<file path="src/rtl/cart_mapper_if.sv">
// Cartridge mapper bus: CPU address/strobe, loader write port, ROM and Superchip outputs.
// Latency: n/a (signal bundle only).
// Backpressure: none; the CPU strobe and loader write are single-cycle pulses.
interface cart_mapper_if;
  logic [12:0] cpu_addr_i;
  logic        cpu_rnw_i;
  logic        cpu_strobe_i;
  logic        mode_f8_i;
  logic        sc_enable_i;
  logic        load_we_i;
  logic [14:0] load_addr_i;
  logic [14:0] rom_addr_o;
  logic [2:0]  bank_o;
  logic [2:0]  rom_size_o;
  logic        sc_rd_sel_o;
  logic        sc_we_o;
  logic [6:0]  sc_addr_o;

  // Mapper side
  modport slave (
    input  cpu_addr_i, cpu_rnw_i, cpu_strobe_i, mode_f8_i, sc_enable_i,
           load_we_i, load_addr_i,
    output rom_addr_o, bank_o, rom_size_o, sc_rd_sel_o, sc_we_o, sc_addr_o
  );

  // CPU / loader side
  modport master (
    output cpu_addr_i, cpu_rnw_i, cpu_strobe_i, mode_f8_i, sc_enable_i,
           load_we_i, load_addr_i,
    input  rom_addr_o, bank_o, rom_size_o, sc_rd_sel_o, sc_we_o, sc_addr_o
  );
endinterface

</file>
<file path="src/rtl/cart_mapper.sv">
// Atari-style cartridge bank mapper (F8/FE/F6/F4) with image-size detection.
// Latency: bank and rom_size register one clk_i after strobe/load; ROM address and Superchip selects are combinational.
// Backpressure: none. Optional Superchip RAM decode is compiled in by macro CART_SUPERCHIP_EN.
module cart_mapper (
  input  logic          clk_i,
  input  logic          rst_ni,
  cart_mapper_if.slave  cart_io
);

  logic [2:0] bank_q, bank_d;
  // Size is never reset: the image is loaded while the CPU sits in reset.
  logic [2:0] rom_size_q = 3'b000;
  logic [2:0] rom_size_d;

  logic [12:0] addr;
  logic        hot_vld;
  logic [2:0]  hot_bank;
  logic [2:0]  bank_mask;

  assign addr = cart_io.cpu_addr_i;

  // Size detection: an image write at offset 0 starts a new image; high address bits mark its extent.
  always_comb begin
    rom_size_d = rom_size_q;
    if (cart_io.load_we_i) begin
      if (cart_io.load_addr_i[13:0] == 14'd0) rom_size_d = 3'b000;
      rom_size_d = rom_size_d | {cart_io.load_addr_i[14], cart_io.load_addr_i[13],
                                 cart_io.load_addr_i[12]};
    end
  end

  // Hotspot decode against the current (pre-update) size, full 13-bit address match.
  always_comb begin
    hot_vld  = 1'b0;
    hot_bank = 3'd0;
    if (cart_io.cpu_strobe_i) begin
      case (rom_size_q)
        3'b001: begin
          if (cart_io.mode_f8_i) begin
            if (addr == 13'h1FF8) begin hot_vld = 1'b1; hot_bank = 3'd0; end
            if (addr == 13'h1FF9) begin hot_vld = 1'b1; hot_bank = 3'd1; end
          end else begin
            if (addr == 13'h01FE) begin hot_vld = 1'b1; hot_bank = 3'd0; end
            if (addr == 13'h11FE) begin hot_vld = 1'b1; hot_bank = 3'd1; end
          end
        end
        3'b011: begin
          if (addr >= 13'h1FF6 && addr <= 13'h1FF9) begin
            hot_vld  = 1'b1;
            hot_bank = {1'b0, addr[1:0] - 2'd2};
          end
        end
        3'b111: begin
          if (addr >= 13'h1FF4 && addr <= 13'h1FFB) begin
            hot_vld  = 1'b1;
            hot_bank = addr[2:0] - 3'd4;
          end
        end
        default: hot_vld = 1'b0;
      endcase
    end
  end

  // Clamp the bank to the range of the scheme that will be active next cycle.
  always_comb begin
    case (rom_size_d)
      3'b001:  bank_mask = 3'b001;
      3'b011:  bank_mask = 3'b011;
      default: bank_mask = 3'b111;
    endcase
    bank_d = (hot_vld ? hot_bank : bank_q) & bank_mask;
  end

  // Bank register: reset wins over any hotspot.
  always_ff @(posedge clk_i) begin
    if (!rst_ni) bank_q <= 3'd0;
    else         bank_q <= bank_d;
  end

  // Size register: follows loader writes regardless of reset.
  always_ff @(posedge clk_i) begin
    rom_size_q <= rom_size_d;
  end

  assign cart_io.bank_o     = bank_q;
  assign cart_io.rom_size_o = rom_size_q;
  assign cart_io.rom_addr_o = {bank_q, addr[11:0]};

`ifdef CART_SUPERCHIP_EN
  // Superchip: write port $1000-$107F, read port $1080-$10FF.
  assign cart_io.sc_rd_sel_o = cart_io.sc_enable_i & addr[12] & (addr[11:8] == 4'd0) & addr[7];
  assign cart_io.sc_we_o     = cart_io.sc_enable_i & cart_io.cpu_strobe_i & ~cart_io.cpu_rnw_i
                               & addr[12] & (addr[11:7] == 5'd0);
  assign cart_io.sc_addr_o   = addr[6:0];
`else
  logic unused_sc;
  assign unused_sc           = cart_io.sc_enable_i ^ cart_io.cpu_rnw_i;
  assign cart_io.sc_rd_sel_o = 1'b0;
  assign cart_io.sc_we_o     = 1'b0;
  assign cart_io.sc_addr_o   = 7'd0;
`endif

endmodule

</file>
<file path="src/flat_wrapper.sv">
// flat-port wrapper written by rule: the top's interface ports become plain ports
module cart_mapper_flat 
  (clk_i, rst_ni, cart_io_cpu_addr_i, cart_io_cpu_rnw_i, cart_io_cpu_strobe_i, cart_io_mode_f8_i, cart_io_sc_enable_i, cart_io_load_we_i, cart_io_load_addr_i, cart_io_rom_addr_o, cart_io_bank_o, cart_io_rom_size_o, cart_io_sc_rd_sel_o, cart_io_sc_we_o, cart_io_sc_addr_o);
  cart_mapper_if cart_io_i ();
  input  logic clk_i;
  input  logic rst_ni;
  input wire logic [$bits(cart_io_i.cpu_addr_i)-1:0] cart_io_cpu_addr_i;
  input wire logic [$bits(cart_io_i.cpu_rnw_i)-1:0] cart_io_cpu_rnw_i;
  input wire logic [$bits(cart_io_i.cpu_strobe_i)-1:0] cart_io_cpu_strobe_i;
  input wire logic [$bits(cart_io_i.mode_f8_i)-1:0] cart_io_mode_f8_i;
  input wire logic [$bits(cart_io_i.sc_enable_i)-1:0] cart_io_sc_enable_i;
  input wire logic [$bits(cart_io_i.load_we_i)-1:0] cart_io_load_we_i;
  input wire logic [$bits(cart_io_i.load_addr_i)-1:0] cart_io_load_addr_i;
  output wire logic [$bits(cart_io_i.rom_addr_o)-1:0] cart_io_rom_addr_o;
  output wire logic [$bits(cart_io_i.bank_o)-1:0] cart_io_bank_o;
  output wire logic [$bits(cart_io_i.rom_size_o)-1:0] cart_io_rom_size_o;
  output wire logic [$bits(cart_io_i.sc_rd_sel_o)-1:0] cart_io_sc_rd_sel_o;
  output wire logic [$bits(cart_io_i.sc_we_o)-1:0] cart_io_sc_we_o;
  output wire logic [$bits(cart_io_i.sc_addr_o)-1:0] cart_io_sc_addr_o;
  assign cart_io_i.cpu_addr_i = cart_io_cpu_addr_i;
  assign cart_io_i.cpu_rnw_i = cart_io_cpu_rnw_i;
  assign cart_io_i.cpu_strobe_i = cart_io_cpu_strobe_i;
  assign cart_io_i.mode_f8_i = cart_io_mode_f8_i;
  assign cart_io_i.sc_enable_i = cart_io_sc_enable_i;
  assign cart_io_i.load_we_i = cart_io_load_we_i;
  assign cart_io_i.load_addr_i = cart_io_load_addr_i;
  assign cart_io_rom_addr_o = cart_io_i.rom_addr_o;
  assign cart_io_bank_o = cart_io_i.bank_o;
  assign cart_io_rom_size_o = cart_io_i.rom_size_o;
  assign cart_io_sc_rd_sel_o = cart_io_i.sc_rd_sel_o;
  assign cart_io_sc_we_o = cart_io_i.sc_we_o;
  assign cart_io_sc_addr_o = cart_io_i.sc_addr_o;
  cart_mapper u_core (.clk_i(clk_i), .rst_ni(rst_ni), .cart_io(cart_io_i));
endmodule
</file>
<file path="config.mk">
export PLATFORM = sky130hd
export DESIGN_NAME = cart_mapper_flat
export DESIGN_NICKNAME = d
export VERILOG_FILES = /design/src/rtl/cart_mapper_if.sv /design/src/rtl/cart_mapper.sv /design/src/flat_wrapper.sv
export SDC_FILE = /design/constraint.sdc
export NUM_CORES = 1
export LEC_CHECK = 0
export BUFFER_PORTS_ARGS = -buffer_cell sky130_fd_sc_hd__buf_2
export CORE_MARGIN = 2
export CORE_UTILIZATION = 36
export DETAILED_ROUTE_END_ITERATION = 12
export HOLD_SLACK_MARGIN = 0.06
export PLACE_DENSITY = 0.78
export SYNTH_ARGS = -nofsm -noshare
export SYNTH_HDL_FRONTEND = slang
export SYNTH_SLANG_ARGS = --single-unit
</file>
<file path="constraint.sdc">
create_clock -name clk_i -period 2 [get_ports clk_i]
set_input_delay 0.1 -clock clk_i [delete_from_list [all_inputs] [get_ports clk_i]]
set_output_delay 0.1 -clock clk_i [all_outputs]
set_load 0.005 [all_outputs]
</file>
== Yosys cells after proc, flatten, opt, wreduce, memory -nomap -nowiden ==
Index checks and enable logic that the tools add are counted.

* Output and inout port bits: 30
* Input bits: 35
* Word-level logic and storage cells: 43
* Bits in registers: 6

* Bitwise gates (word level): 2
* Reductions and logical operators: 3
* Magnitude comparators: 4
* Equality and inequality tests: 9
* Multiplexer cells: 21
* $add $sub $neg: 2

{| class="wikitable"
|+ Operators with widths
! kind !! number
|-
| 13-bit equality test, second input constant || 3
|-
| 13-bit >= comparator, second input constant || 2
|-
| 13-bit less-or-equal comparator, second input constant || 2
|-
| 3-bit 2-to-1 mux || 7
|-
| 14-bit logical NOT || 1
|-
| 13-bit by 9-bit equality test with 1-bit output, second input constant || 1
|-
| 1-bit 2-to-1 mux || 10
|-
| 3-bit one-hot mux with 3 select lines || 1
|-
| 3-bit by 1-bit equality test with 1-bit output, second input constant || 2
|-
| 3-bit by 2-bit equality test with 1-bit output, second input constant || 2
|-
| 3-bit one-hot mux with 2 select lines || 1
|-
| 3-bit bitwise AND || 1
|-
| 3-bit equality test, second input constant || 1
|-
| 3-bit OR || 1
|-
| 1-bit one-hot mux with 3 select lines || 1
|-
| 3-bit subtractor, second input constant || 1
|-
| 1-bit logical AND || 2
|-
| 2-bit 2-to-1 mux || 1
|-
| 2-bit subtractor, second input constant || 1
|}

== Longest topological paths before layout ==
* Word-level depth: 8
* Depth in mapped cells: 5
* Gate-level depth less buffers: 5

== Worst setup path before layout ==
Ideal clock, no wire load.

* Kind: register to register
* Start point: register u_core.rom_size_q[1] (netlist: u_core.cart_io.rom_size_o[1])
* End point: register u_core.bank_q[0] (netlist: u_core.cart_io.bank_o[0])
* Clock period less this slack: 1.496 ns
* Data arrival time: 1.427 ns
* Data required time: 1.931 ns
* Cell stages (with the launch flop): 6
* Path buffers: 0
* Library setup time: 0.069 ns
* Setup slack: 0.504 ns
* Cells stage by stage: dfxtp_1 > nand2_1 > nor4_1 > nand3_1 > a211o_1 > o21ai_1

* Cells in the longest elaborated chain, start to end: 5
* Elaborated cells on any way between the ends: 9
* Classes of those cells: eq/ne (3); mux (5); bitwise (1)

{| class="wikitable"
|+ Ends and longest elaborated chain
! what !! RTL line !! RTL
|-
| start: declaration || cart_mapper.sv:12 || <nowiki>logic [2:0] rom_size_q = 3'b000;</nowiki>
|-
| start signal: assignment || cart_mapper.sv:82 || <nowiki>rom_size_q <= rom_size_d;</nowiki>
|-
| 3-bit equality test, or another cell as far along || cart_mapper.sv:37 || <nowiki>case (rom_size_q)</nowiki>
|-
| 3-bit one-hot mux with 3 select lines or 1-bit one-hot mux with 3 select lines (tied branches) || cart_mapper.sv:37 ||
|-
| 3-bit 2-to-1 mux or 1-bit 2-to-1 mux (tied branches) || cart_mapper.sv:36 || <nowiki>if (cart_io.cpu_strobe_i) begin</nowiki>
|-
| 3-bit 2-to-1 mux * || cart_mapper.sv:71 || <nowiki>bank_d = (hot_vld ? hot_bank : bank_q) & bank_mask;</nowiki>
|-
| 3-bit bitwise AND * || cart_mapper.sv:71 ||
|-
| end signal: assignment || cart_mapper.sv:77 || <nowiki>else bank_q <= bank_d;</nowiki>
|-
| end: declaration || cart_mapper.sv:10 || <nowiki>logic [2:0] bank_q, bank_d;</nowiki>
|}

Mark *: on every way between the ends. The rest lies on a longest branch, timed or not.
A chain may end at the register's enable or synchronous reset.

== Final worst setup path ==
* Start point: register u_core.rom_size_q[2] (netlist: u_core.cart_io.rom_size_o[2])
* End point: register u_core.bank_q[1] (netlist: u_core.cart_io.bank_o[1])

* Cells in the longest elaborated chain, start to end: 7
* Elaborated cells on any way between the ends: 16
* Classes of those cells: eq/ne (5); mux (9); bitwise (2)

{| class="wikitable"
|+ Ends and longest elaborated chain
! what !! RTL line !! RTL
|-
| 3-bit 2-to-1 mux || cart_mapper.sv:26 || <nowiki>if (cart_io.load_addr_i[13:0] == 14'd0) rom_size_d = 3'b000;</nowiki>
|-
| 3-bit 2-to-1 mux || cart_mapper.sv:25 || <nowiki>if (cart_io.load_we_i) begin</nowiki>
|-
| 3-bit OR || cart_mapper.sv:27 || <nowiki>rom_size_d = rom_size_d | {cart_io.load_addr_i[14], cart_io.load_addr_i[13],</nowiki>
|-
| 3-bit 2-to-1 mux || cart_mapper.sv:25 ||
|-
| 3-bit by 2-bit equality test with 1-bit output or 3-bit by 1-bit equality test with 1-bit output (tied branches) || cart_mapper.sv:66 || <nowiki>case (rom_size_d)</nowiki>
|-
| 3-bit one-hot mux with 2 select lines || cart_mapper.sv:66 ||
|-
| 3-bit bitwise AND * || cart_mapper.sv:71 ||
|}

Mark *: on every way between the ends. The rest lies on a longest branch, timed or not. The select of a mux whose other input is x is not followed.

==> results.ini <==
[placed_design]
dpl.hpwl_mm=1.56
gp_congestion=0.836
port-buffer-count=53

[route]
met2_length_um=928
drt_pass1_iterations=4
top_layer=met3
vias=818
drc=0
wl_mm=1.84
viasPerCell=5.11
wl_met1_um=707
wl_per_cell_um=11.5
drtIter0Drc=14
met3_length_um=202
final_antenna_net_count=0

[layout]
drive_gt1_share_pct=48.1
final_util_pct=46.6
finalNetCount=170
syn_to_final_growth_pct=25.3
layout_commonest_cell=buf_2
fillers=201
antennaDiodeCount=0
mostFrequentLayoutCells=buf_2, conb_1, nand2_1

[critical_path]
cp_slowest_cell=o211ai_1
r2r_start=u_core.cart_io.rom_size_o[2]
r2r-end=u_core.cart_io.bank_o[1]
max_stage_delay_ps=450
cp-start-kind=register
crit_fanout=8
path_common_cell=o211ai_1
reg2reg_depth=4
worstPathArrival_ps=1710
r2r_slack_ps=450
cp-end-kind=register
worstPathRequired_ps=2160
path_cells=inv_1 -> o211ai_1 -> o211ai_1 -> a221oi_1
criticalPathCategory=reg2reg

[timing]
maxSlewViolCount=0
final.setup_skew_ps=1.82
setup_viol=0
rsz0062_at_grt=no
fin_crit_ps=1550
hold_viol_final=0
period_share_pct=77.6
max_freq_ghz=0.645
tns_ps=0

[clock_network]
cts.htree.levels=1
clock_sinks=6
clockBufferDepth=2
cts_tree=done
cts_buffers=3
clk_pin_slew_ps=50
postCtsHoldBufs=0
cts_setup_buffers=0
cts.repair.resized=0
cts-root-buf=clkbuf_4
clkLatencyLatePin_ps=250

[grt]
grtUsageTotal_pct=15.6
grt_first_pass_wirelength_mm=2.93
antenna_found_initial=0
gr-total-overflow=0
grt_max_degree=9
grt_pass1_vias=686

[synth]
ys_seq_area_share_pct=17.0
synth_area_per_cell_sq_um=7.70
ys_async_sr_fraction_pct=0
ys.flop_type=dfxtp_1
syn_area_sq_um=708
synth-seq-cells=6
synthCells=92
synth_warnings=0
synth_edf_count=0
synth_top_area_cell=buf_4
netlist_top_cells_area=buf_4, dfxtp_1, nor4_4
synth_cell_types=35
synth.top_cell.area_share_pct=25.4

[power]
power_density_nw_per_um2=362
ir_drop_uv=232
p_leak_uw=0.000438

[status]
status=complete, no violations

[min_path]
worstHoldPathCells=3
hp-class=in2reg
min_to=u_core.cart_io.rom_size_o[2]
hold_start=cart_io_load_addr_i[14]

[floorplan]
die_h_um=48.4
coreArea_sq_um=1900
pin_count=65
die_area_sq_um=2340
fp.dieW_um=48.4
num_rows=16
start_util_pct=37.2

[job]
drv_cap=0

synthesized netlist by cell type (all sizes together), types with 2 or more instances:
master and n:
nand4 4, o211ai 3, nor4 5, o21ai 6
nand2 7, inv 4, buf 24, nor2 3
a21oi 2, nor3 4, and3 2, nand3 5
dfxtp 6
sequential cells by signal, summed over array words and instances (netlist names):
signal	cells
u_core.cart_io.rom_size_o	3
u_core.cart_io.bank_o	3
critical path, delay by kind of cell, from the launching register on:
kind / cells / cell delay (ps)
AOI/OAI and AO/OA: 3 / 860
DFF: 1 / 440
buffers and inverters: 1 / 170
kinds of logic after synthesis:
group,Yosys count,share of synthesized area [%]
AO/OA/AOI/OAI,21,20.9
AND/OR/NAND/NOR,36,34.1
other,1,0.530
flip-flops,6,17.0
buffers and inverters,28,27.6
per-layer routing:
| metal | vias to the layer above | GRT usage, % |
|---|---|---|
| li1 | 395 | - |
| met1 | 367 | 16.9 |
| met2 | 56 | 30.1 |
| met3 | 0 | 5.25 |
| met4 | 0 | 1.43 |
| met5 | - | 0 |
worst max path at each step:
stage                                 start  slack [ps]                  endpoint
6_report       u_core.cart_io.rom_size_o[2]         450  u_core.cart_io.bank_o[1]
5_1_grt        u_core.cart_io.rom_size_o[2]         300  u_core.cart_io.bank_o[1]
4_1_cts        u_core.cart_io.rom_size_o[2]         460  u_core.cart_io.bank_o[1]
3_5_place_dp         cart_io_cpu_addr_i[10]         360  u_core.cart_io.bank_o[0]
3_3_place_gp         cart_io_cpu_addr_i[10]         390  u_core.cart_io.bank_o[0]
2_1_floorplan  u_core.cart_io.rom_size_o[1]         500  u_core.cart_io.bank_o[0]
power by group:
group	switching, uW	total [uW]	internal (uW)
clock	49.4	118	68.3
sequential	0.0405	120	120
combinational	43.6	83.9	40.3
through the flow:
step	cells	area, sq um	hold slack, ps	worst slack [ps]	total power (uW)
after detailed placement	157	865	368	362	205
final	160	887	121	448	321
after global placement	157	865	367	390	202
after floorplan	100	738	238	504	177
after global routing	160	887	130	301	336
after CTS	160	887	112	458	322
final cells by class:
type | count | area [sq um] | share of cell area, %
clock buffers | 3 | 22.5 | 2.54
inverters | 4 | 15.0 | 1.69
multi-input cells | 66 | 423 | 47.7
flip-flops and latches | 6 | 120 | 13.5
well taps | 27 | 33.8 | 3.81
repair buffers | 54 | 273 | 30.7
(Power assumes the default switching activity.)
